[config.mk]
export PLATFORM = sky130hd
export DESIGN_NAME = icb_dma_mst
export DESIGN_NICKNAME = d
export VERILOG_FILES = /design/src/rtl/icb_dma_mst.sv
export SDC_FILE = /design/constraint.sdc
export NUM_CORES = 1
export LEC_CHECK = 0
export BUFFER_PORTS_ARGS = -buffer_cell sky130_fd_sc_hd__buf_4
export CAP_MARGIN = 10
export CORE_MARGIN = 2
export CORE_UTILIZATION = 49
export DETAILED_ROUTE_END_ITERATION = 10
export PLACE_DENSITY = 0.8
export SKIP_LAST_GASP = 1
export SLEW_MARGIN = 10
export SYNTH_ARGS = -nofsm -noshare
export SYNTH_HDL_FRONTEND = slang
export SYNTH_SLANG_ARGS = --single-unit
[constraint.sdc]
create_clock -name clk -period 2.7 [get_ports clk]
set_input_delay 0.27 -clock clk [delete_from_list [all_inputs] [get_ports clk]]
set_output_delay 0.27 -clock clk [all_outputs]
set_load 0.01 [all_outputs]
[src/rtl/icb_dma_mst.sv]
// ============================================================================
//  Module   : icb_dma_mst
//  Purpose  : Single-channel ICB bus master. Copies a block of 32-bit words
//             from a source address range to a destination address range,
//             one read/write pair per word, commanded via valid/ready and
//             finished with a one-cycle done pulse.
//  Options  : ICB_DMA_FILL_EN - when defined, cmd_fill selects a fill mode
//             that writes the latched cmd_pat to every destination word.
//  Revision : 1.0 - initial release
// ============================================================================
`default_nettype none
`timescale 1ns/1ps

module icb_dma_mst #(
    parameter int AW = 32,
    parameter int LW = 16
) (
    input  logic          clk,
    input  logic          rst,
    input  logic          cmd_valid,
    output logic          cmd_ready,
    input  logic [AW-1:0] cmd_src,
    input  logic [AW-1:0] cmd_dst,
    input  logic [LW-1:0] cmd_len,
    input  logic          cmd_fill,
    input  logic [31:0]   cmd_pat,
    input  logic          cmd_abort,
    output logic          busy,
    output logic          done,
    output logic          aborted,
    output logic          icb_rd,
    output logic [AW-1:0] icb_radr,
    input  logic [31:0]   icb_rdat,
    input  logic          icb_rack,
    output logic          icb_wr,
    output logic [AW-1:0] icb_wadr,
    output logic [31:0]   icb_wdat,
    input  logic          icb_wack
);

    typedef enum logic [1:0] {
        S_IDLE = 2'd0,
        S_RD   = 2'd1,
        S_WR   = 2'd2,
        S_DONE = 2'd3
    } state_t;

    state_t        r_state;
    state_t        w_state_nxt;
    logic [AW-1:0] r_src;
    logic [AW-1:0] r_dst;
    logic [LW-1:0] r_remaining;
    logic [31:0]   r_data;
    logic          r_abort_req;
    logic          r_aborted;

    logic          w_accept;
    logic          w_abort_now;
    logic          w_fill_cmd;
    logic          w_fill;
    logic [31:0]   w_wdat;

    assign w_accept    = cmd_valid && (r_state == S_IDLE);
    // An abort seen in the acknowledge cycle itself counts as well.
    assign w_abort_now = r_abort_req || cmd_abort;

`ifdef ICB_DMA_FILL_EN
    logic        r_fill;
    logic [31:0] r_pat;

    // Capture fill mode and pattern at command accept.
    always_ff @(posedge clk or negedge rst) begin
        if (!rst) begin
            r_fill <= 1'b0;
            r_pat  <= '0;
        end else if (w_accept) begin
            r_fill <= cmd_fill;
            r_pat  <= cmd_pat;
        end
    end

    assign w_fill_cmd = cmd_fill;
    assign w_fill     = r_fill;
    assign w_wdat     = r_fill ? r_pat : r_data;
`else
    logic unused_fill_ports;
    assign unused_fill_ports = ^{cmd_fill, cmd_pat};
    assign w_fill_cmd        = 1'b0;
    assign w_fill            = 1'b0;
    assign w_wdat            = r_data;
`endif

    // State register.
    always_ff @(posedge clk or negedge rst) begin
        if (!rst) r_state <= S_IDLE;
        else      r_state <= w_state_nxt;
    end

    // Next-state logic: one bus transfer per RD/WR visit.
    always_comb begin
        w_state_nxt = r_state;
        case (r_state)
            S_IDLE: begin
                if (cmd_valid) begin
                    if (cmd_len == '0)   w_state_nxt = S_DONE;
                    else if (w_fill_cmd) w_state_nxt = S_WR;
                    else                 w_state_nxt = S_RD;
                end
            end
            S_RD: begin
                if (icb_rack) w_state_nxt = w_abort_now ? S_DONE : S_WR;
            end
            S_WR: begin
                if (icb_wack) begin
                    if (w_abort_now || (r_remaining == LW'(1))) w_state_nxt = S_DONE;
                    else if (w_fill)                            w_state_nxt = S_WR;
                    else                                        w_state_nxt = S_RD;
                end
            end
            default: w_state_nxt = S_IDLE;
        endcase
    end

    // Datapath: address/count bookkeeping, read data capture, abort flags.
    always_ff @(posedge clk or negedge rst) begin
        if (!rst) begin
            r_src       <= '0;
            r_dst       <= '0;
            r_remaining <= '0;
            r_data      <= '0;
            r_abort_req <= 1'b0;
            r_aborted   <= 1'b0;
        end else begin
            case (r_state)
                S_IDLE: begin
                    if (w_accept) begin
                        r_src       <= cmd_src;
                        r_dst       <= cmd_dst;
                        r_remaining <= cmd_len;
                        r_abort_req <= 1'b0;
                        r_aborted   <= 1'b0;
                    end
                end
                S_RD: begin
                    if (cmd_abort) r_abort_req <= 1'b1;
                    if (icb_rack) begin
                        r_data <= icb_rdat;
                        if (w_abort_now) r_aborted <= 1'b1;
                    end
                end
                S_WR: begin
                    if (cmd_abort) r_abort_req <= 1'b1;
                    if (icb_wack) begin
                        r_src       <= r_src + AW'(4);
                        r_dst       <= r_dst + AW'(4);
                        r_remaining <= r_remaining - LW'(1);
                        if (w_abort_now) r_aborted <= 1'b1;
                    end
                end
                default: ;
            endcase
        end
    end

    assign cmd_ready = (r_state == S_IDLE);
    assign busy      = (r_state != S_IDLE);
    assign done      = (r_state == S_DONE);
    assign aborted   = r_aborted;
    assign icb_rd    = (r_state == S_RD);
    assign icb_wr    = (r_state == S_WR);
    assign icb_radr  = r_src;
    assign icb_wadr  = r_dst;
    assign icb_wdat  = w_wdat;

endmodule

`default_nettype wire

==> impl_metrics.yaml, run 1 <==
sta:
  slew_headroom_pct: 48.9
  drv_slew: 0
  clock_skew_ns: 0.0101
  hold_violations: 0
  fmax_ghz: 0.420
  hold_slack_ns: 0.0606
  grt_setup_unrepaired: "no"
  setup-tns-final_ns: 0
  tightestPinTransition_ns: 0.767
  setup_viol_count_final: 0
  period_needed_ns: 2.38
  post-route-period-util_pct: 88.1
worst_setup_path:
  reg2reg_depth: 8
  r2r_start: "r_state[0]"
  worstSetupPathType: "reg2reg"
  start_kind: "flip-flop"
  rrSetupSlack_ns: 0.32
  crit_arrival_ns: 2.69
  worstReg2RegEnd: "icb_wadr[26]"
  end_kind: "flip-flop"
  required_ns: 3.01
  critPathMaxFanout: 47
synthesis:
  synth_area_leader_cell: "dfrtp_1"
  synth-seq-cells: 116
  synthTopCellsByCount: "116 x dfrtp_1, 70 x a21oi_1, 67 x nand2_1, 53 x o22ai_1, 44 x nand3_1"
  synth_top_flop_cell: "dfrtp_1"
  syn_area_per_cell_sq_um: 9.38
  syn_area_sq_mm: 0.00642
  synth-edff-count: 0
  ys_top_cells_by_area: "dfrtp_1 45%, mux2_2 6.1%, a21oi_1 5.5%, o22ai_1 5.2%, mux2i_1 4.7%"
  syn_nets: 843
  async_flop_share_pct: 100
  synth_top_cell_area_share_pct: 45.2
  ys_types: 50
  yosysMostFrequentCell: "dfrtp_1"
  synth_cells: 684
  ys.warnings.count: 0
  synth-seq-area-share_pct: 45.2
worst_hold_path:
  worstHoldStart: "cmd_src[0]"
  hold_end: "icb_radr[0]"
  min_path_type: "in2reg"
  min_path_cells: 3
clock_tree:
  insertion_delay_ns: 0.41
  max-clock-path-buffers: 2
  cts_buffers: 17
  clockRootBuffer: "clkbuf_16"
  cts_tree: "yes"
  cts_post_setup_buffers_inserted: 0
  cts.clk_slew.worst_paths_ns: 0.05
  htreeDepth: 4
  cts_num_sinks: 116
detailed_routing:
  drt-total-wl_um: 19000
  ant_nets: 0
  drtIter0Drc: 548
  dr.pass1.iters: 7
  drcViolationCount: 0
  via_per_inst: 5.96
  wl_per_cell_um: 17.6
  num_vias: 6419
cells_and_area:
  area_delta_synth_final_pct: 37.6
  n_antenna_cell: 0
  drive_gt1_share_pct: 34.8
  seqCellArea_sq_mm: 0.00290
  fin_nets: 1054
  fillCellCount: 1007
  multi_input_area_sq_mm: 0.00332
power:
  leakagePower_nw: 3.93
  ir_drop_uv: 588
  p_per_area_mw_per_mm2: 1330
grt:
  grt_pass1_vias: 6158
  grt_use_total_pct: 26.7
  grt_max_degree: 73
  antenna_found_initial: 0
  grt_pass1_wl_um: 30300
  grt_overflow_total: 0
placement:
  numPortBuffers: 219
  hpwl_um: 13500
  gp_congestion: 0.882
job:
  cap_viol_max_count: 0
floorplan:
  core_sq_mm: 0.0127
  die_area_sq_mm: 0.0140
  core.rowCount: 41
  die_h_um: 118
  dieWidth_um: 118
  start_util_pct: 50.4
  io_pins: 253
outcome:
  outcome: "complete, no violations"
[how the worst max path moves through the flow]
stage / cells past startpoint / from / end
CTS: 8 / r_state[0] / icb_wadr[26]
finish: 8 / r_state[0] / icb_wadr[26]
floorplan: 8 / r_state[0] / icb_radr[26]
global route: 8 / r_state[0] / icb_radr[31]
global placement: 8 / r_state[0] / icb_wadr[26]
detailed placement: 8 / r_state[0] / icb_wadr[26]
[critical path, cell delays in order, from the launching register on]
cell	delay (ns)
dfrtp_1	0.41
inv_1	0.13
ha_4	0.16
buf_4	0.36
clkinvlp_4	0.33
nand2_2	0.30
buf_12	0.27
nor2_1	0.07
a211oi_1	0.22
[timing repair]
action,CTS,global route
hold buffers,1,0
gates resized for setup,0,1
endpoints found under the setup margin,0,1
endpoints found under the hold margin,54,0
[cell usage in the layout, fill, tap and decap left out, types with 4 or more instances in the layout]
cell type and instances:
o221a_2 4, nand4_1 23, nand2b_1 4, a31o_2 4, nand2_1 66, inv_1 9, clkinv_2 4, nor3_1 13
or4_1 5, nor2_1 34, a22oi_1 4, ha_1 7, o21ai_0 34, and2_1 6, nor4_2 4, dfrtp_1 116
nand3_1 44, a21oi_1 70, nor4_1 9, and3_1 14, and4_1 8, o22ai_1 53, clkbuf_16 17, clkbuf_8 5
buf_4 230, mux2_2 35, a31oi_1 6, mux2i_1 30
[routing by layer]
layer  GRT usage (%)  part of all wire, %  vias to the layer above  wire, um
met5               0                    0                        -         0
met4            9.30                  2.2                        0       408
met3            6.27                  6.6                       33      1250
met2            45.5                   52                      259      9840
met1            33.1                   39                     3106      7460
li1                -                    -                     3021         -
[through the flow]
step           area (sq um)  cells  worst slack, ns  utilization, %  power [mW]
2_1_floorplan          6420    684            0.742               -        7.17
3_3_place_gp           8260   1047            0.331            64.9        9.37
3_5_place_dp           8260   1047            0.238            64.9        9.64
4_1_cts                8820   1077            0.223            69.4        11.8
5_1_grt                8830   1077           0.0912            69.4        12.6
6_report               8830   1077            0.320            69.4        11.8
[sequential cells by signal, summed over array words and instances, names as in the netlist]
signal	count
icb_wadr	32
aborted	1
r_abort_req	1
icb_wdat	32
r_remaining	16
icb_radr	32
r_state	2
[power by group]
part / leakage [nW] / internal, mW / total (mW) / switching, mW
clock: 0.278 / 1.36 / 2.09 / 0.729
combinational: 2.31 / 2.77 / 5.87 / 3.11
sequential: 1.34 / 2.68 / 3.80 / 1.12
total: 3.93 / 6.80 / 11.8 / 4.96
[layout make-up]
type,count,share of cell area (%)
inverter,10,0.468
clock buffer,24,5.68
timing repair buffer,234,20.4
multi-input combinational,516,37.6
tap,172,2.44
sequential,116,32.9
clock inverter,5,0.567
[kinds of logic (layout without fill, tap and decap cells)]
group	count (synthesis)	after routing	synth area share, %
buffers and inverters	52	273	3.35
multiplexers	65	65	10.8
AND/OR/NAND/NOR	241	241	19.8
AO/OA/AOI/OAI	202	202	19.2
flip-flops	116	116	45.2
adder cells (fa/ha/maj)	8	8	1.56
No activity file was read; power rests on OpenSTA's default activity.
==> inputs of run 2 (changes only) <==
--- a/config.mk
+++ b/config.mk
@@ -5,12 +5,13 @@
 export SDC_FILE = /design/constraint.sdc
 export NUM_CORES = 1
 export LEC_CHECK = 0
+export ABC_AREA = 1
 export BUFFER_PORTS_ARGS = -buffer_cell sky130_fd_sc_hd__buf_4
 export CAP_MARGIN = 10
 export CORE_MARGIN = 2
-export CORE_UTILIZATION = 49
+export CORE_UTILIZATION = 51
 export DETAILED_ROUTE_END_ITERATION = 10
-export PLACE_DENSITY = 0.8
+export PLACE_DENSITY = 0.81
 export SKIP_LAST_GASP = 1
 export SLEW_MARGIN = 10
 export SYNTH_ARGS = -nofsm -noshare
==> impl_metrics.yaml, run 2 <==
outcome:
  outcome: "complete, no violations"
detailed_routing:
  via_per_inst: 5.22
  wl_per_cell_um: 14.4
  drcViolationCount: 0
  drt-total-wl_um: 21800
  num_vias: 7883
  ant_nets: 0
  drtIter0Drc: 543
  dr.pass1.iters: 5
power:
  p_comb_share_pct: 50.3
  ir_drop_uv: 711
  leakagePower_nw: 4.75
  internal-power_mw: 6.66
  clkPwrFrac_pct: 18.8
  p_per_area_mw_per_mm2: 1230
  switching_power_mw: 5.36
  swShare_pct: 44.6
  seq_power_share_pct: 30.8
synthesis:
  synthTopCellsByCount: "352 x nand2_1, 235 x nor2_1, 116 x dfrtp_1, 94 x inv_1, 88 x nand3_1"
  ys.warnings.count: 0
  synth_top_cell_area_share_pct: 39.4
  synth_cells: 1103
  synth-edff-count: 0
  synth_top_flop_cell: "dfrtp_1"
  async_flop_share_pct: 100
  ys_top_cells_by_area: "dfrtp_1 39%, nand2_1 18%, nor2_1 12%, nand3_1 6.0%, mux2_2 5.5%"
  synth_area_leader_cell: "dfrtp_1"
  synth-seq-area-share_pct: 39.4
  syn_area_per_cell_sq_um: 6.67
  syn_area_sq_mm: 0.00736
  syn_nets: 1262
  synth-seq-cells: 116
  ys_types: 32
  yosysMostFrequentCell: "nand2_1"
cells_and_area:
  layout_commonest_cell: "nand2_1"
  n_antenna_cell: 0
  drive_gt1_share_pct: 23.0
  area_delta_synth_final_pct: 33.1
  fillCellCount: 1225
  final_cell_mix: "352 x nand2_1, 235 x nor2_1, 227 x buf_4, 116 x dfrtp_1, 94 x inv_1"
  fin_nets: 1476
  fin_area_sq_mm: 0.00980
grt:
  antenna_found_initial: 0
  grt_max_degree: 64
  grt_pass1_wl_um: 35100
  grt_use_total_pct: 29.0
  grt_overflow_total: 0
  grt_pass1_vias: 7445
floorplan:
  core.rowCount: 43
  io_pins: 253
  die_h_um: 124
  die_area_sq_mm: 0.0154
  start_util_pct: 52.6
  core_sq_mm: 0.0140
  dieWidth_um: 124
worst_setup_path:
  start_kind: "flip-flop"
  critPathMaxFanout: 63
  end_kind: "flip-flop"
  crit_arrival_ns: 2.62
  worstSetupPathType: "reg2reg"
  required_ns: 3.07
sta:
  hold_slack_ns: 0.0737
  drv_slew: 0
  fmax_ghz: 0.444
  tightestPinTransition_ns: 0.618
  period_needed_ns: 2.25
  post-route-period-util_pct: 83.4
  setup_viol_count_final: 0
  slew_headroom_pct: 58.8
  setup-tns-final_ns: 0
  hold_violations: 0
  clock_skew_ns: 0.00510
  grt_setup_unrepaired: "no"
clock_tree:
  ctsResizeCount: 0
  cts_post_setup_buffers_inserted: 0
  cts_hold_buf: 1
  max-clock-path-buffers: 2
  insertion_delay_ns: 0.42
  cts_num_sinks: 116
  cts_buffers: 17
  cts_tree: "yes"
  htreeDepth: 4
  cts.clk_slew.worst_paths_ns: 0.06
  clockRootBuffer: "clkbuf_16"
worst_hold_path:
  min_path_type: "in2reg"
placement:
  gp_congestion: 0.969
  hpwl_um: 16100
  placed_cell_area_sq_mm: 0.00919
  numPortBuffers: 219
job:
  cap_viol_max_count: 0
run 2: worst max-delay path, cell delays in order, from the launching register on:
cell and delay, ns:
dfrtp_1 0.40, inv_1 0.11, ha_1 0.30, inv_2 0.10, nor2_1 0.05, inv_2 0.06
nand2_1 0.09, nor2_4 0.10, buf_4 0.52, o21ai_0 0.21, nand2_1 0.11, o21ai_0 0.08
inv_1 0.05
run 2: path summary, 6_finish.rpt:
check	from	endpoint	slack, ns	cells after the start
worst max-delay path	r_state[0]	icb_wadr[13]	0.45	12
worst min-delay path	icb_rdat[13]	icb_wdat[13]	0.07	2
min in group asynchronous	rst	icb_wadr[22]	0.33	2
worst max register to register	r_state[0]	icb_wadr[13]	0.45	12
worst min register to register	r_abort_req	r_abort_req	0.50	1
max in group asynchronous	rst	icb_radr[20]	1.64	3
run 2: layer usage:
metal | routed length (um) | GRT usage, %
met1 | 9180 | 37.0
met2 | 10300 | 47.5
met3 | 1840 | 7.97
met4 | 439 | 10.0
met5 | 0 | 0
run 2: area by class of cell:
type	instances	area, sq um	share of cell area, %
Clock inverter	14	155	1.58
Sequential cell	116	2900	29.6
Clock buffer	18	439	4.48
Inverter	98	368	3.75
Tap cell	180	225	2.30
Timing Repair Buffer	231	1770	18.1
Multi-Input combinational cell	853	3930	40.1
run 2: stage by stage:
stage / cells / worst slack, ns / util, % / power (mW)
floorplan: 1103 / 0.975 / - / 7.28
detailed placement: 1477 / 0.488 / 65.7 / 9.74
CTS: 1510 / 0.452 / 70.0 / 12.0
global route: 1510 / 0.234 / 70.0 / 13.0
global placement: 1477 / 0.537 / 65.7 / 9.54
finish: 1510 / 0.448 / 70.0 / 12.0
run 2: kinds of logic after synthesis:
group | share of synthesized area, %
compound gates | 7.92
xor+xnor | 1.19
fa+ha+maj | 1.36
buf+inv | 7.29
flops | 39.4
mux | 5.51
simple gates | 37.3
run 2: power by group through the flow:
stage | clock network [mW] | logic [mW] | registers (mW)
5_1_grt | 2.37 | 6.81 | 3.84
3_5_place_dp | 0 | 6.04 | 3.70
4_1_cts | 2.29 | 6.08 | 3.68
3_3_place_gp | 0 | 5.87 | 3.67
2_1_floorplan | 0 | 3.50 | 3.77
6_report | 2.26 | 6.05 | 3.71
